`config.mk`:
```
export PLATFORM = sky130hd
export DESIGN_NAME = pc_sequencer
export DESIGN_NICKNAME = d
export VERILOG_FILES = /design/src/rtl/pc_seq_pkg.sv /design/src/rtl/ras_stack.sv /design/src/rtl/pc_sequencer.sv
export SDC_FILE = /design/constraint.sdc
export NUM_CORES = 1
export LEC_CHECK = 0
export CORE_UTILIZATION = 42
export DETAILED_ROUTE_END_ITERATION = 6
export MAX_ROUTING_LAYER = met4
export PLACE_DENSITY = 0.6
export SLEW_MARGIN = 30
export SYNTH_ARGS = -nofsm -noshare
export SYNTH_HDL_FRONTEND = slang
export SYNTH_HIERARCHICAL = 1
export SYNTH_SLANG_ARGS = --single-unit
```
`constraint.sdc`:
```
create_clock -name clock -period 4.75 [get_ports clock]
set_input_delay 0.7125 -clock clock [delete_from_list [all_inputs] [get_ports clock]]
set_output_delay 0.7125 -clock clock [all_outputs]
set_load 0.005 [all_outputs]
```
`src/rtl/pc_seq_pkg.sv`:
```
// Shared constants and the pc_src action encoding for the fetch-stage PC sequencer.
package pc_seq_pkg;

  localparam int DEF_WIDTH        = 32;
  localparam int DEF_RAS_DEPTH    = 4;
  localparam int DEF_INC_STEP     = 1;
  localparam int DEF_RESET_VECTOR = 0;

  typedef enum logic [2:0] {
    PC_SRC_HOLD   = 3'd0,
    PC_SRC_LOAD   = 3'd1,
    PC_SRC_RET    = 3'd2,
    PC_SRC_CALL   = 3'd3,
    PC_SRC_JUMP   = 3'd4,
    PC_SRC_BRANCH = 3'd5,
    PC_SRC_INC    = 3'd6,
    PC_SRC_RESET  = 3'd7
  } pc_src_e;

endpackage

```
`src/rtl/ras_stack.sv`:
```
// Circular return-address stack: a push when full overwrites the oldest entry.
module ras_stack #(
  parameter int WIDTH     = 32,
  parameter int RAS_DEPTH = 4
) (
  input  logic             clock,
  input  logic             clear,
  input  logic             push,
  input  logic             pop,
  input  logic [WIDTH-1:0] push_data,
  output logic [WIDTH-1:0] top_data,
  output logic             empty,
  output logic             full,
  output logic             overflow_evt,
  output logic             underflow_evt
);

  localparam int PTR_W = $clog2(RAS_DEPTH);
  localparam int CNT_W = $clog2(RAS_DEPTH + 1);
  localparam logic [PTR_W-1:0] PTR_ONE  = PTR_W'(1);
  localparam logic [CNT_W-1:0] CNT_ONE  = CNT_W'(1);
  localparam logic [CNT_W-1:0] CNT_FULL = CNT_W'(RAS_DEPTH);

  logic [WIDTH-1:0] mem_r [RAS_DEPTH];
  logic [PTR_W-1:0] wr_ptr_r;
  logic [CNT_W-1:0] count_r;

  // wr_ptr_r is the next free slot, so the top entry sits one below it
  assign top_data      = mem_r[wr_ptr_r - PTR_ONE];
  assign empty         = (count_r == {CNT_W{1'b0}});
  assign full          = (count_r == CNT_FULL);
  assign overflow_evt  = push & ~pop & full;
  assign underflow_evt = pop & empty;

  // Storage, pointer and occupancy; pop takes precedence over push
  always_ff @(posedge clock or posedge clear) begin
    if (clear) begin
      for (int i = 0; i < RAS_DEPTH; i++) begin
        mem_r[i] <= {WIDTH{1'b0}};
      end
      wr_ptr_r <= {PTR_W{1'b0}};
      count_r  <= {CNT_W{1'b0}};
    end else if (pop) begin
      if (!empty) begin
        wr_ptr_r <= wr_ptr_r - PTR_ONE;
        count_r  <= count_r - CNT_ONE;
      end
    end else if (push) begin
      mem_r[wr_ptr_r] <= push_data;
      wr_ptr_r        <= wr_ptr_r + PTR_ONE;
      if (!full) begin
        count_r <= count_r + CNT_ONE;
      end
    end
  end

endmodule

```
`src/rtl/pc_sequencer.sv`:
```
// Fetch-stage program counter with call/return stack and sticky RAS error flags.
// Define PC_TRACE_EN to add the pc_prev and pc_src trace outputs.
module pc_sequencer
  import pc_seq_pkg::*;
#(
  parameter int                WIDTH        = DEF_WIDTH,
  parameter int                RAS_DEPTH    = DEF_RAS_DEPTH,
  parameter int                INC_STEP     = DEF_INC_STEP,
  parameter logic [WIDTH-1:0]  RESET_VECTOR = WIDTH'(DEF_RESET_VECTOR)
) (
  input  logic             clock,
  input  logic             clear,
  input  logic             stall,
  input  logic             load_en,
  input  logic [WIDTH-1:0] load_value,
  input  logic             inc_pc,
  input  logic             con,
  input  logic [WIDTH-1:0] branch_offset,
  input  logic             jump_en,
  input  logic [WIDTH-1:0] jump_target,
  input  logic             call_en,
  input  logic             ret_en,
  input  logic             err_clr,
`ifdef PC_TRACE_EN
  output logic [WIDTH-1:0] pc_prev,
  output logic [2:0]       pc_src,
`endif
  output logic [WIDTH-1:0] pc,
  output logic             ras_empty,
  output logic             ras_full,
  output logic             ras_overflow,
  output logic             ras_underflow
);

  localparam logic [WIDTH-1:0] STEP = WIDTH'(INC_STEP);

  logic [WIDTH-1:0] pc_r;
  logic [WIDTH-1:0] pc_nxt_s;
  logic [WIDTH-1:0] link_s;
  logic [WIDTH-1:0] top_s;
  pc_src_e          src_s;
  logic             push_s;
  logic             pop_s;
  logic             ovf_evt_s;
  logic             unf_evt_s;
  logic             ovf_r;
  logic             unf_r;

  assign link_s        = pc_r + STEP;
  assign pc            = pc_r;
  assign ras_overflow  = ovf_r;
  assign ras_underflow = unf_r;

  ras_stack #(
    .WIDTH     (WIDTH),
    .RAS_DEPTH (RAS_DEPTH)
  ) u_ras (
    .clock         (clock),
    .clear         (clear),
    .push          (push_s),
    .pop           (pop_s),
    .push_data     (link_s),
    .top_data      (top_s),
    .empty         (ras_empty),
    .full          (ras_full),
    .overflow_evt  (ovf_evt_s),
    .underflow_evt (unf_evt_s)
  );

  // Priority selection: exactly one action per cycle; ret beats a concurrent call
  always_comb begin
    src_s  = PC_SRC_HOLD;
    push_s = 1'b0;
    pop_s  = 1'b0;
    if (stall) begin
      src_s = PC_SRC_HOLD;
    end else if (load_en) begin
      src_s = PC_SRC_LOAD;
    end else if (ret_en) begin
      src_s = PC_SRC_RET;
      pop_s = 1'b1;
    end else if (call_en) begin
      src_s  = PC_SRC_CALL;
      push_s = 1'b1;
    end else if (jump_en) begin
      src_s = PC_SRC_JUMP;
    end else if (con) begin
      src_s = PC_SRC_BRANCH;
    end else if (inc_pc) begin
      src_s = PC_SRC_INC;
    end else begin
      src_s = PC_SRC_HOLD;
    end
  end

  // Next-pc datapath for the selected action
  always_comb begin
    pc_nxt_s = pc_r;
    case (src_s)
      PC_SRC_LOAD:   pc_nxt_s = load_value;
      PC_SRC_RET:    pc_nxt_s = ras_empty ? link_s : top_s;
      PC_SRC_CALL:   pc_nxt_s = jump_target;
      PC_SRC_JUMP:   pc_nxt_s = jump_target;
      PC_SRC_BRANCH: pc_nxt_s = pc_r + branch_offset;
      PC_SRC_INC:    pc_nxt_s = link_s;
      default:       pc_nxt_s = pc_r;
    endcase
  end

  // PC register and sticky flags; a same-cycle error event beats err_clr
  always_ff @(posedge clock or posedge clear) begin
    if (clear) begin
      pc_r  <= RESET_VECTOR;
      ovf_r <= 1'b0;
      unf_r <= 1'b0;
    end else if (!stall) begin
      pc_r  <= pc_nxt_s;
      ovf_r <= ovf_evt_s | (ovf_r & ~err_clr);
      unf_r <= unf_evt_s | (unf_r & ~err_clr);
    end
  end

`ifdef PC_TRACE_EN
  logic [WIDTH-1:0] pc_prev_r;
  logic [2:0]       pc_src_r;

  assign pc_prev = pc_prev_r;
  assign pc_src  = pc_src_r;

  // Trace of the previous pc and the action taken on the last edge
  always_ff @(posedge clock or posedge clear) begin
    if (clear) begin
      pc_prev_r <= RESET_VECTOR;
      pc_src_r  <= PC_SRC_RESET;
    end else begin
      pc_src_r <= src_s;
      if (!stall) begin
        pc_prev_r <= pc_r;
      end
    end
  end
`endif

endmodule

```
==> results.md, run 1 <==
- The fraction of power consumed by combinational cells is 0.424.
- After the last flow step, the layout net total stands at 1248.
- The number of global-route vias before repair is 8353.
- Relative to the synthesized area, the layout overhead comes to 20.7%.
- The worst pin sits at a relative slew slack of 0.467.
- Counting the fill cells in the layout gives 2211.
- The total of warnings raised by yosys is 6.
- Of all flip-flops after synthesis, the portion carrying an async set or reset was 1.00.
- TritonCTS built the clock tree.
- The library cells used most frequently in the layout, excluding fill and tap cells, are sky130_fd_sc_hd__dfrtp_1, sky130_fd_sc_hd__clkdlybuf4s50_1, sky130_fd_sc_hd__mux2_2, sky130_fd_sc_hd__nand2_1, sky130_fd_sc_hd__nor2_1.
- After global routing the overflow that remains totals 0.
- The H-tree level count is 4.
- Prior to clock tree synthesis, the placed netlist has a worst setup slack of 770 ps.
- The highest ir drop seen on vdd is 0.258 mV.
- The core region is 25200 sq um.
- The area fraction of the dominant cell type after synthesis is 0.388.
- Measured along the y axis, the die boundary spans 162 microns.
- In this run the worst hold path is classified as flop to flop.
- The number of standard cells after synthesis is 984.
- The switching part of the total is 0.352.
- The first global-routing pass estimated 49600 microns of wire.
- The count of pins over their slew limit is 0.
- Clock tree synthesis inserted a total of 17 buffers.
- At the later pin of the worst-skew pair, clock insertion delay measures 430 ps.
- At the pin with the least slew margin, the transition time is 796 ps.
- After synthesis the cells add up to 10800 sq um.
- The critical path goes through clkdlybuf4s50_1 -> ha_1 -> fa_1 -> a211oi_1 -> o21bai_2 -> o2111ai_1 -> a31oi_1 -> o21a_1 -> o21ai_1 -> o2bb2ai_1 -> xor2_1 -> o22ai_1.
- The die covers 26300 sq um.
- The maximum clock frequency is 0.281 GHz.
- The share of the Yosys chip area taken by registers is 0.388.
- Of the cells placed in the final design, the portion with a size suffix greater than 1 is 0.203.
- In this run, the number of DRC markers left after iteration 0 of detailed routing was 740.
- No sink is reached through more buffers than the 2 on the longest clock path.
- Setup violations remaining at the end of the flow were counted as 0.
- In the final timing run, aggregate negative setup slack is 0 ps.
- The delay of the slowest cell on the worst path is 440 ps.
- Hold is met by 488 ps.
- The number of antenna diodes in the final layout is 0.
- The library cell used most frequently in the layout, excluding fill and tap cells, is sky130_fd_sc_hd__dfrtp_1.
- The number of violations of the max-capacitance limit is 0.
- The starting utilization of the core area is 0.427.
- In this run the power spent charging and discharging nets is 2230 uW.
- The critical path arrival is 3840 ps.
- After detailed routing, the total wire length is 31800 microns.
- The remaining number of nets flagged by the antenna check after routing is 0.
- The startpoint class of the critical path is a primary input.
- Clock skew on the completed layout was measured at 14.4 ps.
- The number of remaining DRC errors is 0.
- The final count of hold timing violations is 0.
- CTS placed an instance of sky130_fd_sc_hd__clkbuf_16 at the clock tree root.
- The per-instance average area after synthesis is 10.9 sq um.
- The number of setup buffers added after CTS is 0.
- The setup slack after layout is 1190 ps.
- Entering global routing, the biggest net connects 72 pins.
- The sequential fraction of design power is 0.361.
- The data required time at the worst endpoint is 5040 ps.
- 142 I/O pins were placed.
- Cell internal power was estimated by the tool at 4100 uW.
- Summing all multi-input logic gate instances after layout gives 6170 sq um.
- The cell area after layout is 13000 sq um.
- The peak fanout along the critical path is 4.
- The largest total area in the synthesized netlist belongs to sky130_fd_sc_hd__dfrtp_1.
- By area the synthesized netlist is led by sky130_fd_sc_hd__dfrtp_1, sky130_fd_sc_hd__mux2_2, sky130_fd_sc_hd__mux4_2.
- The routed via count divided by cell count is 5.91.
- The clock network power share is 0.215.
- The number of cell rows is 58.
- The total leakage power is 0.00568 uW.
- Clock-pin slew was measured on the worst setup and hold paths at 80 ps.
- The flow ran to the end, and the final reports show no timing, DRC or antenna violations.
- The critical path is of the primary input to flop type.
- The routed via count is 8542.
- After layout, the design draws a total of 6330 uW.
- The ratio of total power to cell area is 487 nW/um^2.
- Routability-driven placement finished with a final weighted congestion of 0.907.
- Subtracting the final worst setup slack from the clock period gives 3560 ps.
- For this design, the slowest cell found on the critical path is sky130_fd_sc_hd__o2111ai_1.
- The cell area after placement is 12400 sq um.
- The post-DP HPWL is 22800 microns.
- The flop and latch count out of synthesis is 167.
- The initial antenna violation count is 0.
- The most common flop cell mapped by yosys is sky130_fd_sc_hd__dfrtp_1.
- Summing all flip-flop and latch instances after layout gives 4180 sq um.
- Setup repair after global routing left no endpoint under its margin.
- The clock drives 167 sinks.
- The combined global-route utilization of all metal layers is 0.255.
- The number of gates resized after cts is 0.
- The distinct cell type count after synthesis is 69.
- The quantity of hold-fixing buffers added after cts is 0.
- The average routed wire per standard cell is 22.0 microns.
- The first-pass detailed-route iteration total is 5.
- Of the available clock period, the critical path in the final layout requires 0.749.
- The number of enable flip-flop cells after synthesis is 0.
- The number of nets handed over by synthesis was 1128.
- The x dimension of the die is 162 microns.
- Port buffering added 141 buffers.
- The kind of capture point of the worst setup path is a flop.
## synthesized netlist by cell type, types with 14 or more instances
library cell and instances:
sky130_fd_sc_hd__dfrtp_1 167, sky130_fd_sc_hd__mux2_2 84, sky130_fd_sc_hd__nand2_1 61, sky130_fd_sc_hd__nor2_1 52, sky130_fd_sc_hd__a21oi_1 49, sky130_fd_sc_hd__mux2_4 46, sky130_fd_sc_hd__o21ai_0 43, sky130_fd_sc_hd__ha_1 36
sky130_fd_sc_hd__nor3_1 34, sky130_fd_sc_hd__mux4_2 32, sky130_fd_sc_hd__xnor2_1 31, sky130_fd_sc_hd__clkbuf_1 29, sky130_fd_sc_hd__inv_1 28, sky130_fd_sc_hd__xor2_1 25, sky130_fd_sc_hd__o21ai_1 24, sky130_fd_sc_hd__a221oi_1 23
sky130_fd_sc_hd__nand3_1 22, sky130_fd_sc_hd__mux2i_1 17, sky130_fd_sc_hd__a31oi_1 14, sky130_fd_sc_hd__nand4_1 14
## per-layer routing
metal	part of all wire	track usage	up-vias
met4	0.017	0.0630	0
li1	-	-	3946
met3	0.056	0.0255	25
met1	0.49	0.380	4295
met5	0	-	-
met2	0.44	0.369	276
## final cells by class
| class | instances | area share |
|---|---|---|
| repair buffers | 155 | 0.119 |
| well taps | 330 | 0.0318 |
| inverters | 29 | 0.00857 |
| clock inverters | 14 | 0.0111 |
| flip-flops and latches | 167 | 0.322 |
| multi-input cells | 734 | 0.475 |
| clock buffers | 17 | 0.0327 |
## critical path: cells and delay by family
kind	cells	cell delay, ps
xor gates and xnor gates	1	180
buffers and inverters	1	400
adders and majority gates	2	670
AOI/OAI and AO/OA	8	1870
## logic make-up after synthesis
family                   count (synthesis)  synth area share
AND/OR/NAND/NOR                        232             0.107
AO/OA/AOI/OAI                          228             0.138
multiplexers                           180             0.236
flip-flops                             167             0.388
buffers and inverters                   83            0.0392
XOR/XNOR                                56            0.0456
adder cells (fa/ha/maj)                 38            0.0456
## stage by stage
stage                     cells   util
final                      1446  0.516
after CTS                  1446  0.516
after global routing       1446  0.516
after floorplan             984      -
after detailed placement   1415  0.493
after global placement     1415  0.493
## sequential cells by signal, summed over array words and instances, names as in the netlist
register	count
u_ras/mem_r	128
ras_overflow	1
u_ras/count_r	3
u_ras/wr_ptr_r	2
ras_underflow	1
pc	32
## path summary, 6_finish.rpt
check,depth (start not counted),slack [ps],to,startpoint
min,2,490,ras_overflow$_DFFE_PP0N_,ras_overflow$_DFFE_PP0N_
max reg2reg,11,1410,pc[30]$_DFFE_PP0P_,pc[0]$_DFFE_PP0P_
min in group asynchronous,3,790,ras_overflow$_DFFE_PP0N_,clear
max in group asynchronous,3,3070,u_ras/mem_r[86]$_DFFE_PP0P_,clear
min reg2reg,2,490,ras_overflow$_DFFE_PP0N_,ras_overflow$_DFFE_PP0N_
max,12,1190,pc[30]$_DFFE_PP0P_,branch_offset[0]
## power by group through the flow
stage	Combinational (uW)	Clock, uW	Sequential, uW
global route	2900	1460	2350
finish	2680	1360	2290
CTS	2680	1400	2280
floorplan	2000	0	2190
detailed placement	2670	0	2300
global placement	2650	0	2290
Note: power is estimated with default switching activity, not from simulation.
==> inputs of run 2 (changes only) <==
==> constraint.sdc (replaced) <==
create_clock -name clock -period 3.7 [get_ports clock]
set_input_delay 0.555 -clock clock [delete_from_list [all_inputs] [get_ports clock]]
set_output_delay 0.555 -clock clock [all_outputs]
set_load 0.005 [all_outputs]
==> results.md, run 2 (synthesis gave the netlist of run 1 again) <==
- The flow ran to the end, and the final reports show no timing, DRC or antenna violations.
- The critical path arrival was 3410 ps (-430 ps).
- The worst hold path belongs to the class flop to flop.
- The wire length on met2 is 13800 microns (-1.6%).
- The final instance count without filler cells came to 1463 (+1.2%).
- Walking the worst path, the cells encountered are clkdlybuf4s50_1 -> ha_1 -> fa_1 -> a211oi_1 -> o21bai_2 -> o2111ai_1 -> buf_4 -> a31oi_1 -> o21a_1 -> o21ai_1 -> o2bb2ai_1 -> xor2_1 -> o22ai_1.
- The cell total after placement was 1431 (+1.1%).
- The hold-critical path endpoint is ras_overflow$_DFFE_PP0N_.
- The library cells used most frequently in the layout, excluding fill and tap cells, are sky130_fd_sc_hd__dfrtp_1, sky130_fd_sc_hd__clkdlybuf4s50_1, sky130_fd_sc_hd__mux2_2, sky130_fd_sc_hd__nand2_1, sky130_fd_sc_hd__nor2_1.
- The final count of hold timing violations was 0 (unchanged).
- The number of buffers inserted by port buffering is 141 (unchanged).
- The wire length on met3 is 1790 microns (+0.84%).
- The x dimension of the die is 162 microns (unchanged).
- The number of gates resized after cts was 0 (unchanged).
- The origin of the critical flop-to-flop path is pc[0]$_DFFE_PP0P_.
- The post-route core utilization is 0.522 (+0.00571).
- The wire length reported by the detailed router was 31700 microns (-0.15%).
- The root buffer selected by CTS is sky130_fd_sc_hd__clkbuf_16.
- The final clock skew is 13.8 ps (-0.654 ps).
- The CTS buffer count is 17 (unchanged).
- The category of the most critical setup path is primary input to flop.
- The final critical-path required period is 3100 ps.
- The first-pass detailed-route iteration total was 5 (unchanged).
- The number of violations of the max-capacitance limit is 0 (unchanged).
- The number of design-rule violations left by the first detailed-router iteration is 656 (-11%).
- The worst hold path begins at ras_overflow$_DFFE_PP0N_.
- The global placer's final weighted congestion was 0.947 (+4.4%).
- Setup repair after global routing left no endpoint under its margin.
- The total die area came to 26300 sq um (unchanged).
- The worst register-to-register path ends at pc[30]$_DFFE_PP0P_.
- The delay of the slowest cell on the worst path is 420 ps (-20 ps).
- The number of buffers inserted by post-CTS setup repair was 0 (unchanged).
- The initial antenna violation count came to 0 (unchanged).
- The number of fillers in the final layout is 2193 (-0.81%).
- The startpoint class of the critical path is a primary input.
- The routed via count divided by cell count was 5.86 (-0.75%).
- The worst relative slew slack is 0.432 (-0.0352).
- The kind of cell with the highest combined delay on the critical path is compound AO/OA/AOI/OAI gates.
- The routed via count is 8578 (+0.42%).
- The total buffers and inverters traversed by the critical path is 2 (+1).
- The maximum buffer depth of the clock tree is 2 (unchanged).
- The number of diodes is 0 (unchanged).
- The number of I/O pins is 142 (unchanged).
- The number of cell rows was 58 (unchanged).
- The final net count is 1264 (+1.3%).
- The highest ir drop seen on vdd is 0.356 mV (+38%).
- The combined global-route utilization of all metal layers came to 0.255 (+0.000318).
- The detailed-route wire length on metal 1 came to 15400 microns (about the same).
- The quantity of hold-fixing buffers added after cts was 0 (unchanged).
- The remaining number of nets flagged by the antenna check after routing is 0 (unchanged).
- The number of flip-flops in the largest register is 128 (unchanged).
- The CTS tree is built.
- The H-tree level count is 4 (unchanged).
- The register-to-register setup slack is 640 ps (-770 ps).
- The ratio of total power to cell area is 624 nW/um^2 (+28%).
- The number of global-route vias before repair is 8456 (+1.2%).
- The smallest hold slack is 489 ps (+1.41 ps).
- The maximum clock frequency is 0.322 GHz.
- The actual transition at the worst max-transition pin was 852 ps (+55.7 ps).
- The global route total overflow was 0 (unchanged).
- The uppermost metal layer occupied by signal nets is met4.
- The post-layout total power came to 8190 uW (+29%).
- The final total negative setup slack is 0 ps (unchanged).
- The library cell used most frequently in the layout, excluding fill and tap cells, is sky130_fd_sc_hd__dfrtp_1.
- The CTS sink count was 167 (unchanged).
- The kind of capture point of the worst setup path is a flop.
- The clock transition at the registers of the reported paths is 70 ps (about the same).
- The share of post-route cells with drive strength above 1 is 0.215 (+0.0120).
- The first-pass GRT wire length is 49700 microns (+0.21%).
- The core box area is 25200 sq um (unchanged).
- The total setup violations reported at the end of the flow was 0 (unchanged).
- The share of the cycle needed by the critical path after routing is 0.839.
- The worst-skew pair later-pin latency came to 430 ps (about the same).
- The pin count of the biggest net entering global routing is 67 (-6.9%).
- The number of remaining DRC errors is 0 (unchanged).
- The starting utilization of the core area is 0.427 (unchanged).
- The register with the most flip-flops in the final layout is u_ras/mem_r.
- The slowest cell on the critical path is sky130_fd_sc_hd__fa_1.
- The average routed wire per standard cell is 21.7 microns (-1.3%).
- The total leakage power was 0.00576 uW (+1.4%).
- The cell count of the worst reg-to-reg path came to 12 (+1).
- From synthesis to final layout, the design area changed by 22.1%.
- The count of pins over their slew limit was 0 (unchanged).
- The vertical extent of the die is 162 microns (unchanged).
- The peak fanout along the critical path was 4 (unchanged).
- The data required time at the worst endpoint came to 4000 ps (-1040 ps).
- The post-DP HPWL is 23300 microns (+2.3%).
- The number of stages on the worst hold path is 2 (unchanged).
==> run 2: cell count changes in the layout (fill, tap and decap cells not counted), sizes merged <==
cell      before  now
buf           14   30
clkinv         2    7
clkinvlp       1    2
inv           40   35
==> run 2: metal layers <==
layer,vias up,GRT usage
li1,3970,-
met1,4290,0.380
met2,279,0.362
met3,39,0.0253
met4,0,0.0793
met5,-,-
==> run 2: area by class of cell <==
class                           count  area [sq um]  area share
Timing Repair Buffer              171          1650       0.126
Multi-Input combinational cell    734          6170       0.470
Sequential cell                   167          4180       0.318
Clock buffer                       17           425      0.0324
Inverter                           29           113     0.00857
Tap cell                          330           413      0.0314
Clock inverter                     15           179      0.0136
==> run 2: how the worst max path moves through the flow <==
stage,start,end,slack (ps),cells after the start
6_report,branch_offset[0],pc[30]$_DFFE_PP0P_,600,13
5_1_grt,branch_offset[0],pc[30]$_DFFE_PP0P_,410,13
4_1_cts,branch_offset[0],pc[30]$_DFFE_PP0P_,600,13
3_5_place_dp,branch_offset[0],pc[30]$_DFFE_PP0P_,140,13
3_3_place_gp,branch_offset[0],pc[30]$_DFFE_PP0P_,210,13
2_1_floorplan,u_ras/wr_ptr_r[0]$_DFFE_PP0P_,pc[29]$_DFFE_PP0P_,560,16
==> run 2: where the power goes <==
part	switching (uW)	leakage, uW	internal, uW
Sequential	440	0.00214	2490
Combinational	1580	0.00333	1890
Clock	869	0.000291	914
==> run 2: per-stage QoR <==
step                      worst slack [ps]  area, sq um
after CTS                              604        13100
after floorplan                        558        10800
after global routing                   414        13100
after detailed placement               139        12500
final                                  595        13100
after global placement                 213        12500
==> run 2: worst min-delay path, cell delays in order, from the launching register on <==
cell                      delay (ps)
sky130_fd_sc_hd__dfrtp_1         340
sky130_fd_sc_hd__nand2_1          50
sky130_fd_sc_hd__o21ai_0          60
